## src/rtl/ccu_pkg.sv

```systemverilog
// ccu_pkg: shared definitions for the multi-crosswalk control unit.
//   state_t        - controller phase (IDLE, GREEN, ORANGE, CLEAR)
//   timer_width()  - phase timer width for the longest phase, minimum 1 bit
//   ch_width()     - channel index width, minimum 1 bit
package ccu_pkg;

  typedef enum logic [1:0] {
    IDLE   = 2'd0,
    GREEN  = 2'd1,
    ORANGE = 2'd2,
    CLEAR  = 2'd3
  } state_t;

  // The timer is loaded with duration-1, so clog2 of the longest duration
  // is enough to hold it.
  function automatic int timer_width(input int g, input int o, input int c);
    int m;
    m = g;
    if (o > m) m = o;
    if (c > m) m = c;
    return (m <= 1) ? 1 : $clog2(m);
  endfunction

  function automatic int ch_width(input int n);
    return (n <= 1) ? 1 : $clog2(n);
  endfunction

endpackage

```

## src/rtl/ccu_multi_timer.sv

```systemverilog
// phase_timer: loadable down-counter used to time each walk phase.
//   clk        in  clock, rising edge
//   reset      in  asynchronous active-low reset
//   load       in  load load_value this cycle (takes priority over counting)
//   load_value in  W-bit value to load (phase duration - 1)
//   zero       out count currently reads 0
module phase_timer #(
  parameter int W = 1
) (
  input  logic         clk,
  input  logic         reset,
  input  logic         load,
  input  logic [W-1:0] load_value,
  output logic         zero
);

  logic [W-1:0] count_reg;

  // Saturates at zero so an idle controller leaves the timer parked.
  always_ff @(posedge clk or negedge reset) begin
    if (!reset) begin
      count_reg <= '0;
    end else if (load) begin
      count_reg <= load_value;
    end else if (count_reg != '0) begin
      count_reg <= count_reg - W'(1);
    end
  end

  assign zero = (count_reg == '0);

endmodule

```

## src/rtl/ccu_multi.sv

```systemverilog
// ccu_multi: one FSM and one shared phase timer serving NCH crossings.
// Button presses are latched per channel and granted round-robin; each grant
// runs green -> orange -> all-red clearance, then returns to IDLE.
//   clk          in  clock, rising edge
//   reset        in  asynchronous active-low reset
//   req          in  NCH pedestrian buttons (level, sampled on clk)
//   green_walk   out NCH walk permitted
//   orange_walk  out NCH walk ending
//   red_hand     out NCH do not walk
//   active_ch    out channel being served (valid when busy)
//   busy         out FSM not in IDLE
module ccu_multi
  import ccu_pkg::*;
#(
  parameter int NCH         = 2,
  parameter int TVALUE      = 4,
  parameter int GREEN_MULT  = 3,
  parameter int ORANGE_MULT = 1,
  parameter int CLEAR_MULT  = 2
) (
  input  logic                       clk,
  input  logic                       reset,
  input  logic [NCH-1:0]             req,
  output logic [NCH-1:0]             green_walk,
  output logic [NCH-1:0]             orange_walk,
  output logic [NCH-1:0]             red_hand,
  output logic [ch_width(NCH)-1:0]   active_ch,
  output logic                       busy
);

  localparam int CW = ch_width(NCH);
  localparam int G  = GREEN_MULT * TVALUE;
  localparam int O  = ORANGE_MULT * TVALUE;
  localparam int C  = CLEAR_MULT * TVALUE;
  localparam int TW = timer_width(G, O, C);

  localparam logic [TW-1:0] G_LOAD = TW'(G - 1);
  localparam logic [TW-1:0] O_LOAD = TW'(O - 1);
  localparam logic [TW-1:0] C_LOAD = TW'(C - 1);

  state_t          state_reg, state_next;
  logic [NCH-1:0]  pending_reg, pending_next;
  logic [CW-1:0]   rr_ptr_reg, rr_ptr_next;
  logic [CW-1:0]   active_ch_reg, active_ch_next;

  logic            timer_load;
  logic [TW-1:0]   timer_load_value;
  logic            timer_zero;

  logic            grant_valid, grant_fire;
  logic [CW-1:0]   grant_idx;
  logic [NCH-1:0]  set_mask, clear_mask;

  phase_timer #(.W(TW)) u_timer (
    .clk        (clk),
    .reset      (reset),
    .load       (timer_load),
    .load_value (timer_load_value),
    .zero       (timer_zero)
  );

  // Round-robin pick: lowest pending index at or above rr_ptr, else wrap to
  // the lowest pending index overall.
  always_comb begin
    logic          hi_valid, lo_valid;
    logic [CW-1:0] hi_idx, lo_idx;
    hi_valid = 1'b0;
    lo_valid = 1'b0;
    hi_idx   = '0;
    lo_idx   = '0;
    for (int i = NCH - 1; i >= 0; i--) begin
      if (pending_reg[i]) begin
        lo_valid = 1'b1;
        lo_idx   = CW'(i);
        if (i >= int'(rr_ptr_reg)) begin
          hi_valid = 1'b1;
          hi_idx   = CW'(i);
        end
      end
    end
    grant_valid = hi_valid | lo_valid;
    grant_idx   = hi_valid ? hi_idx : lo_idx;
  end

  always_comb begin
    state_next       = state_reg;
    rr_ptr_next      = rr_ptr_reg;
    active_ch_next   = active_ch_reg;
    timer_load       = 1'b0;
    timer_load_value = G_LOAD;
    grant_fire       = 1'b0;
    case (state_reg)
      IDLE: begin
        if (grant_valid) begin
          grant_fire       = 1'b1;
          state_next       = GREEN;
          active_ch_next   = grant_idx;
          rr_ptr_next      = (grant_idx == CW'(NCH - 1)) ? '0 : grant_idx + CW'(1);
          timer_load       = 1'b1;
          timer_load_value = G_LOAD;
        end
      end
      GREEN: begin
        if (timer_zero) begin
          state_next       = ORANGE;
          timer_load       = 1'b1;
          timer_load_value = O_LOAD;
        end
      end
      ORANGE: begin
        if (timer_zero) begin
          state_next       = CLEAR;
          timer_load       = 1'b1;
          timer_load_value = C_LOAD;
        end
      end
      CLEAR: begin
        if (timer_zero) state_next = IDLE;
      end
      default: state_next = IDLE;
    endcase
  end

  // Per-channel latch control and output decode. A press on the channel
  // currently in GREEN is dropped; the channel being granted this edge
  // clears even if its button is still held.
  for (genvar gi = 0; gi < NCH; gi++) begin : g_ch
    assign set_mask[gi]    = req[gi] &&
                             !((state_reg == GREEN) && (active_ch_reg == CW'(gi)));
    assign clear_mask[gi]  = grant_fire && (grant_idx == CW'(gi));
    assign green_walk[gi]  = (state_reg == GREEN)  && (active_ch_reg == CW'(gi));
    assign orange_walk[gi] = (state_reg == ORANGE) && (active_ch_reg == CW'(gi));
    assign red_hand[gi]    = ~(green_walk[gi] | orange_walk[gi]);
  end

  assign pending_next = (pending_reg | set_mask) & ~clear_mask;

  always_ff @(posedge clk or negedge reset) begin
    if (!reset) begin
      state_reg     <= IDLE;
      pending_reg   <= '0;
      rr_ptr_reg    <= '0;
      active_ch_reg <= '0;
    end else begin
      state_reg     <= state_next;
      pending_reg   <= pending_next;
      rr_ptr_reg    <= rr_ptr_next;
      active_ch_reg <= active_ch_next;
    end
  end

  assign active_ch = active_ch_reg;
  assign busy      = (state_reg != IDLE);

endmodule

```

## config.mk

```make
export PLATFORM = sky130hd
export DESIGN_NAME = ccu_multi
export DESIGN_NICKNAME = d
export VERILOG_FILES = /design/src/rtl/ccu_pkg.sv /design/src/rtl/ccu_multi_timer.sv /design/src/rtl/ccu_multi.sv
export SDC_FILE = /design/constraint.sdc
export NUM_CORES = 1
export LEC_CHECK = 0
export BUFFER_PORTS_ARGS = -buffer_cell sky130_fd_sc_hd__clkbuf_2
export CORE_UTILIZATION = 35
export DETAILED_ROUTE_END_ITERATION = 8
export GPL_ROUTABILITY_DRIVEN = 1
export PLACE_DENSITY_LB_ADDON = 0.15
export SYNTH_ARGS = -nofsm -noshare
export SYNTH_HDL_FRONTEND = slang
export SYNTH_SLANG_ARGS = --single-unit
```

## constraint.sdc

```tcl
create_clock -name clk -period 1.6 [get_ports clk]
set_input_delay 0.32 -clock clk [delete_from_list [all_inputs] [get_ports clk]]
set_output_delay 0.32 -clock clk [all_outputs]
set_load 0.02 [all_outputs]
```

# Word-level counts from Yosys, hierarchy flattened
# Index checks and enable logic that the tools add are counted.
[op_classes]
n_addsub = 2
n_mul = 0
n_div = 0
n_lt_le_gt_ge = 1
eq_ne = 7
n_shift = 0
muxes = 23
bitwise_logic = 10
reduce_logical = 18
[ops]
columns = ["op", "n"]
rows = [
  ["$mux W4", 4],
  ["$mux W1", 12],
  ["$logic_and A1 B1 Y1", 8],
  ["$mux W2", 4],
  ["$ne A2 B2 Y1 const B", 4],
  ["$pmux W2 S4", 1],
  ["$pmux W4 S2", 1],
  ["$eq A2 B2 Y1 const B", 2],
  ["$logic_not A4 Y1", 1],
  ["$not A1 Y1", 4],
  ["$reduce_and A4 Y1", 1],
  ["$reduce_bool A2 Y1", 2],
  ["$reduce_bool A4 Y1", 1],
  ["$sub A4 B1 Y4 const B", 1],
  ["$or A1 B1 Y1", 3],
  ["$and A2 B2 Y2", 1],
  ["$eq A2 B1 Y1 const B", 1],
  ["$logic_not A1 Y1", 2],
  ["$logic_not A2 Y1", 1],
  ["$not A2 Y2", 1],
  ["$or A2 B2 Y2", 1],
  ["$pmux W1 S2", 1],
  ["$reduce_and A2 Y1", 1],
  ["$reduce_or A2 Y1", 1],
  ["2 further kinds", 2],
]
[totals]
regBits = 10
latch_bits = 0
ram_bits = 0
mem_bits_ro = 0
in_bits = 4
output_inout_bits = 8
n_memories = 0

# Longest topological paths before layout
[logic_depth]
depth_word = 9
depth_mapped = 8

# Modules after synthesis
# Synthesis repeated with hierarchy kept, for this count alone.
[unflattened]
hier_cells = 67
hier_area_um2 = 663.1
[by_module_without_submodules]
columns = ["mod", "instances", "cells_each", "area_per_inst_um2", "seq_area_each_um2"]
rows = [
  ["ccu_multi", 1, 45, 429.2, 150.1],
  ["phase_timer", 1, 22, 234.0, 100.1],
]

# Least setup slack after synthesis
# No wires, ideal clock.
[synth_timing]
kind = "reg2reg"
start = "reg state_reg[0]"
end = "reg u_timer.count_reg[3]"
arrival_ns = 1.698
slack_ns = -0.194
path_stages_with_launch = 9
path_buffers = 2
synth_period_minus_slack_ns = 1.794
path_cell_list = "dfrtp_1 -> inv_1 -> ha_1 -> buf_6 -> inv_2 -> or3_1 -> buf_6 -> and2_4 -> o32ai_2"
[synth_via]
elab_chain_cells = 4
word_cells_on_any_way = 8
[synth_rtl]
columns = ["item", "line", "text"]
rows = [
  ["from (decl)", "ccu_multi.sv:41", "state_t state_reg, state_next;"],
  ["from (signal assigned)", "ccu_multi.sv:145", "state_reg <= state_next;"],
  ["$eq A2 B1 Y1 / $eq A2 B2 Y1 (equally long branches)", "ccu_multi.sv:92", "case (state_reg)"],
  ["$reduce_or A2 Y1 (no source line)", "--", ""],
  ["$pmux W1 S2", "ccu_multi.sv:92", ""],
  ["$mux W4 / $reduce_bool A2 Y1 (equally long branches)", "--", ""],
  ["to (signal assigned)", "ccu_multi_timer.sv:24", "count_reg <= load_value;"],
  ["to (signal assigned)", "ccu_multi_timer.sv:26", "count_reg <= count_reg - W'(1);"],
  ["to (decl)", "ccu_multi_timer.sv:17", "logic [W-1:0] count_reg;"],
]
# Parallel ways exist; a longest one is shown, timed or not.
# A chain may end at the register's enable or synchronous reset.

# Worst setup path in the final report
[layout_timing]
start = "reg state_reg[1]"
end = "out red_hand[0]"
[layout_via]
elab_chain_cells = 4
word_cells_on_any_way = 6
[layout_rtl]
columns = ["item", "line", "text"]
rows = [
  ["$eq A2 B1 Y1 / $eq A2 B2 Y1 (equally long branches)", "ccu_multi.sv:131, ccu_multi.sv:132", ""],
  ["$logic_and A1 B1 Y1 (on tied branches)", "ccu_multi.sv:131, ccu_multi.sv:132", ""],
  ["$or A1 B1 Y1 (*)", "ccu_multi.sv:133", "assign red_hand[gi] = ~(green_walk[gi] | orange_walk[gi]);"],
  ["$not A1 Y1 (*)", "ccu_multi.sv:133", ""],
  ["to (decl)", "ccu_multi.sv:26", "output logic [NCH-1:0] red_hand,"],
]
# Mark *: on every way between the ends. The rest lies on a longest branch, timed or not.

==> metrics <==
Core Box Area=~1700 µm²; clock slew at reported path FFs=0.06 ns; initial antenna violation count=0; Final ANT Viol Nets=0; Synth Area in XOR/XNOR=0.0133; Fin. Hold Viols=0; CP Capture Point=red_hand[0]; highest metal used=met4; R2R Setup Slk=-0.03 ns; endpoint type of the worst setup path=output pin; Yosys warnings=0; Reg-to-Reg Start=state_reg[1]$_DFFE_PN0P_; complex-gate fraction of the synthesized area=0.120; area share of fa/ha/maj cells after synthesis=0.152; Initial DRT Pass Iterations=4; Rows=15; slowest cell on the critical path=dfrtp_1; Setup violations, final=5; total power=2.42 mW; Post-synth ARST share=1.00; via count=582; Vias per Instance=4.81; post-synth cell types=23; Clock Path Buffers=2; clock sinks=10; delay of the slowest critical-path stage=0.42 ns; n_diodes=0; share of cells above drive strength 1=0.500; worst skew pair latency=0.26 ns; crit path DAT=1.34 ns; largest net degree at the start of global routing=11; Least-Margin Pin Slew=0.337 ns; cts bufs inserted=3; Lkg Pwr=0.460 nW; final WL=approximately 1500 µm; vias in the first global route=504; fmax=602 MHz; top cells by area, synth=dfrtp_1 (38%), ha_1 (15%), mux2_2 (5.1%), nor2b_1 (4.7%), nor2_1 (4.0%); Yosys reg bits=10; CTS Root Cell=clkbuf_4; dominant cell type by area after synthesis=dfrtp_1; RSZ-0062 raised after global routing=true; min Tclk post-route=1.66 ns; placed insts=about 110; PD cells=2450 nW/µm²; Crit Reg-Reg Endpoint=u_timer.count_reg[3]$_DFFE_PN0P_; Net Count, Synth=slightly above 80; sequential fraction of the synthesis area=0.380; met3 routed WL=~35 µm; status=complete, but fails checks; mux contribution to synthesized area=0.0664; PnR worst setup slack=-0.0615 ns; largest family of logic cells by synthesized area=simple AND/OR/NAND/NOR gates; Setup crit start kind=flip-flop; Post-synth top cells=dfrtp_1 (10), ha_1 (8), nor2_1 (7); M1 wire length=658 µm; Area growth syn-to-layout=49.5%; Slew headroom=0.776; initial core utilization=0.378; Initial DRC Count=7; CP startpoint=state_reg[1]$_DFFE_PN0P_; max reg flops=4; Mapped Area=659 µm²; WL met2=740 µm; Residual DRC=0; Max Cap Viol=0; most common cell in the synthesized netlist=dfrtp_1; failing checks=setup timing; TritonCTS clock tree=yes; GRT Overall Usage=0.168; Synth Flop Type=dfrtp_1; DP Area=between 800 and 900 µm²; Critical Path, Cell by Cell=buf_6, ha_4, nor2b_4, nor2_1, buf_4; Final Wtd Congestion=0.762; IO Pins=12; fin area=986 µm²; reg2reg path depth=7; clock skew=0.000472 ns; first-pass GRT wire length=approximately 2400 µm; DP HPWL=1000 µm; H-tree depth=1; Die Width=45.4 µm; PortBufs=11; fin crit share=1.04; area share of the largest cell type after synthesis=0.380; Peak supply drop=1.60 mV; CP max FO=4; HP Class=primary input to flip-flop; wire per inst=12.0 µm; Post-Synth Simple-Gate Area=0.201; Post-synth EDFFs=0; GRT overflow=0; CP Class=flip-flop to output pin; Mapped Avg Cell Area=between 9 and 10 µm²; max-slew violations=0; Critical Path RT=1.28 ns; cell count after synthesis=69; Die H=45.4 µm; Post-layout nets=110; final cell count without fillers=~120; die area=between 2000 and 2500 µm²
==> cell families (layout without fill, tap and decap cells) <==
group | after synthesis | after routing
AND/OR/NAND/NOR | 26 | 26
AO/OA/AOI/OAI | 12 | 12
flip-flops | 10 | 10
adder cells (fa/ha/maj) | 8 | 8
buffers and inverters | 8 | 35
multiplexers | 4 | 4
XOR/XNOR | 1 | 1
==> repair_timing <==
action                                  CTS  global route
endpoints found under the hold margin    10             0
endpoints found under the setup margin    7             9
pin swaps                                 1             4
resized for setup                        12            17
hold buffers                              1             0
buffers inserted                          3             2
==> area by class of cell <==
| type | instances | area (µm²) |
|---|---|---|
| inverters | 6 | 30.0 |
| clock buffers | 3 | 22.5 |
| multi-input cells | 51 | 445 |
| repair buffers | 26 | 205 |
| fillers | 170 | 759 |
| well taps | 25 | 31.3 |
| flip-flops and latches | 10 | 251 |
==> worst max-delay path: cells and delay by family, from the launching register on <==
| family | cells | cell delay, ns |
|---|---|---|
| and+or+nand+nor | 2 | 0.21 |
| DFF | 1 | 0.42 |
| adders and majority gates | 1 | 0.16 |
| buffers and inverters | 2 | 0.28 |
==> metal layers <==
layer,GRT usage,vias to the layer above
li1,-,287
met1,0.235,283
met2,0.249,10
met3,0.0357,2
met4,0.0727,0
met5,0,-
==> per-stage QoR <==
stage / hold WS (ns) / utilization / setup TNS (ns) / setup WS (ns)
2_1_floorplan: 0.0244 / - / -0.176 / -0.107
3_3_place_gp: 0.208 / 0.469 / 0 / 0.0397
3_5_place_dp: 0.209 / 0.469 / 0 / 0.00917
4_1_cts: 0.323 / 0.529 / -0.195 / -0.0905
5_1_grt: 0.360 / 0.565 / -0.670 / -0.152
6_report: 0.333 / 0.565 / -0.120 / -0.0615
==> placed cells by master (no fill, tap or decap), types with 2 or more instances in the layout <==
cell type   n
clkbuf_4    3
a31oi_1     4
nor3_1      2
dfrtp_1     9
nor2b_1     2
buf_6       2
nor2_1      6
clkbuf_2    4
buf_4      17
ha_1        5
a21oi_1     3
nor2b_4     3
mux2_2      3
ha_4        3
nand2b_1    2
inv_1       3
nand2_1     5
==> where the power goes <==
| part | total [mW] | switching [mW] | leakage (nW) | internal (mW) |
|---|---|---|---|---|
| Sequential | 0.552 | 0.167 | 0.112 | 0.385 |
| Clock | 0.167 | 0.0805 | 0.0138 | 0.0867 |
| Combinational | 1.70 | 0.752 | 0.334 | 0.946 |
==> worst min-delay path by stage <==
stage | start | to | slack [ns] | depth (start not counted)
after floorplan | reset | active_ch$_DFFE_PN0P_ | 0.02 | 0
after global placement | reset | u_timer.count_reg[1]$_DFFE_PN0P_ | 0.21 | 1
after detailed placement | reset | u_timer.count_reg[2]$_DFFE_PN0P_ | 0.21 | 1
after CTS | req[1] | pending_reg[1]$_DFF_PN0_ | 0.32 | 3
after global routing | req[1] | pending_reg[1]$_DFF_PN0_ | 0.36 | 3
final | req[1] | pending_reg[1]$_DFF_PN0_ | 0.33 | 3
(Power assumes the default switching activity.)
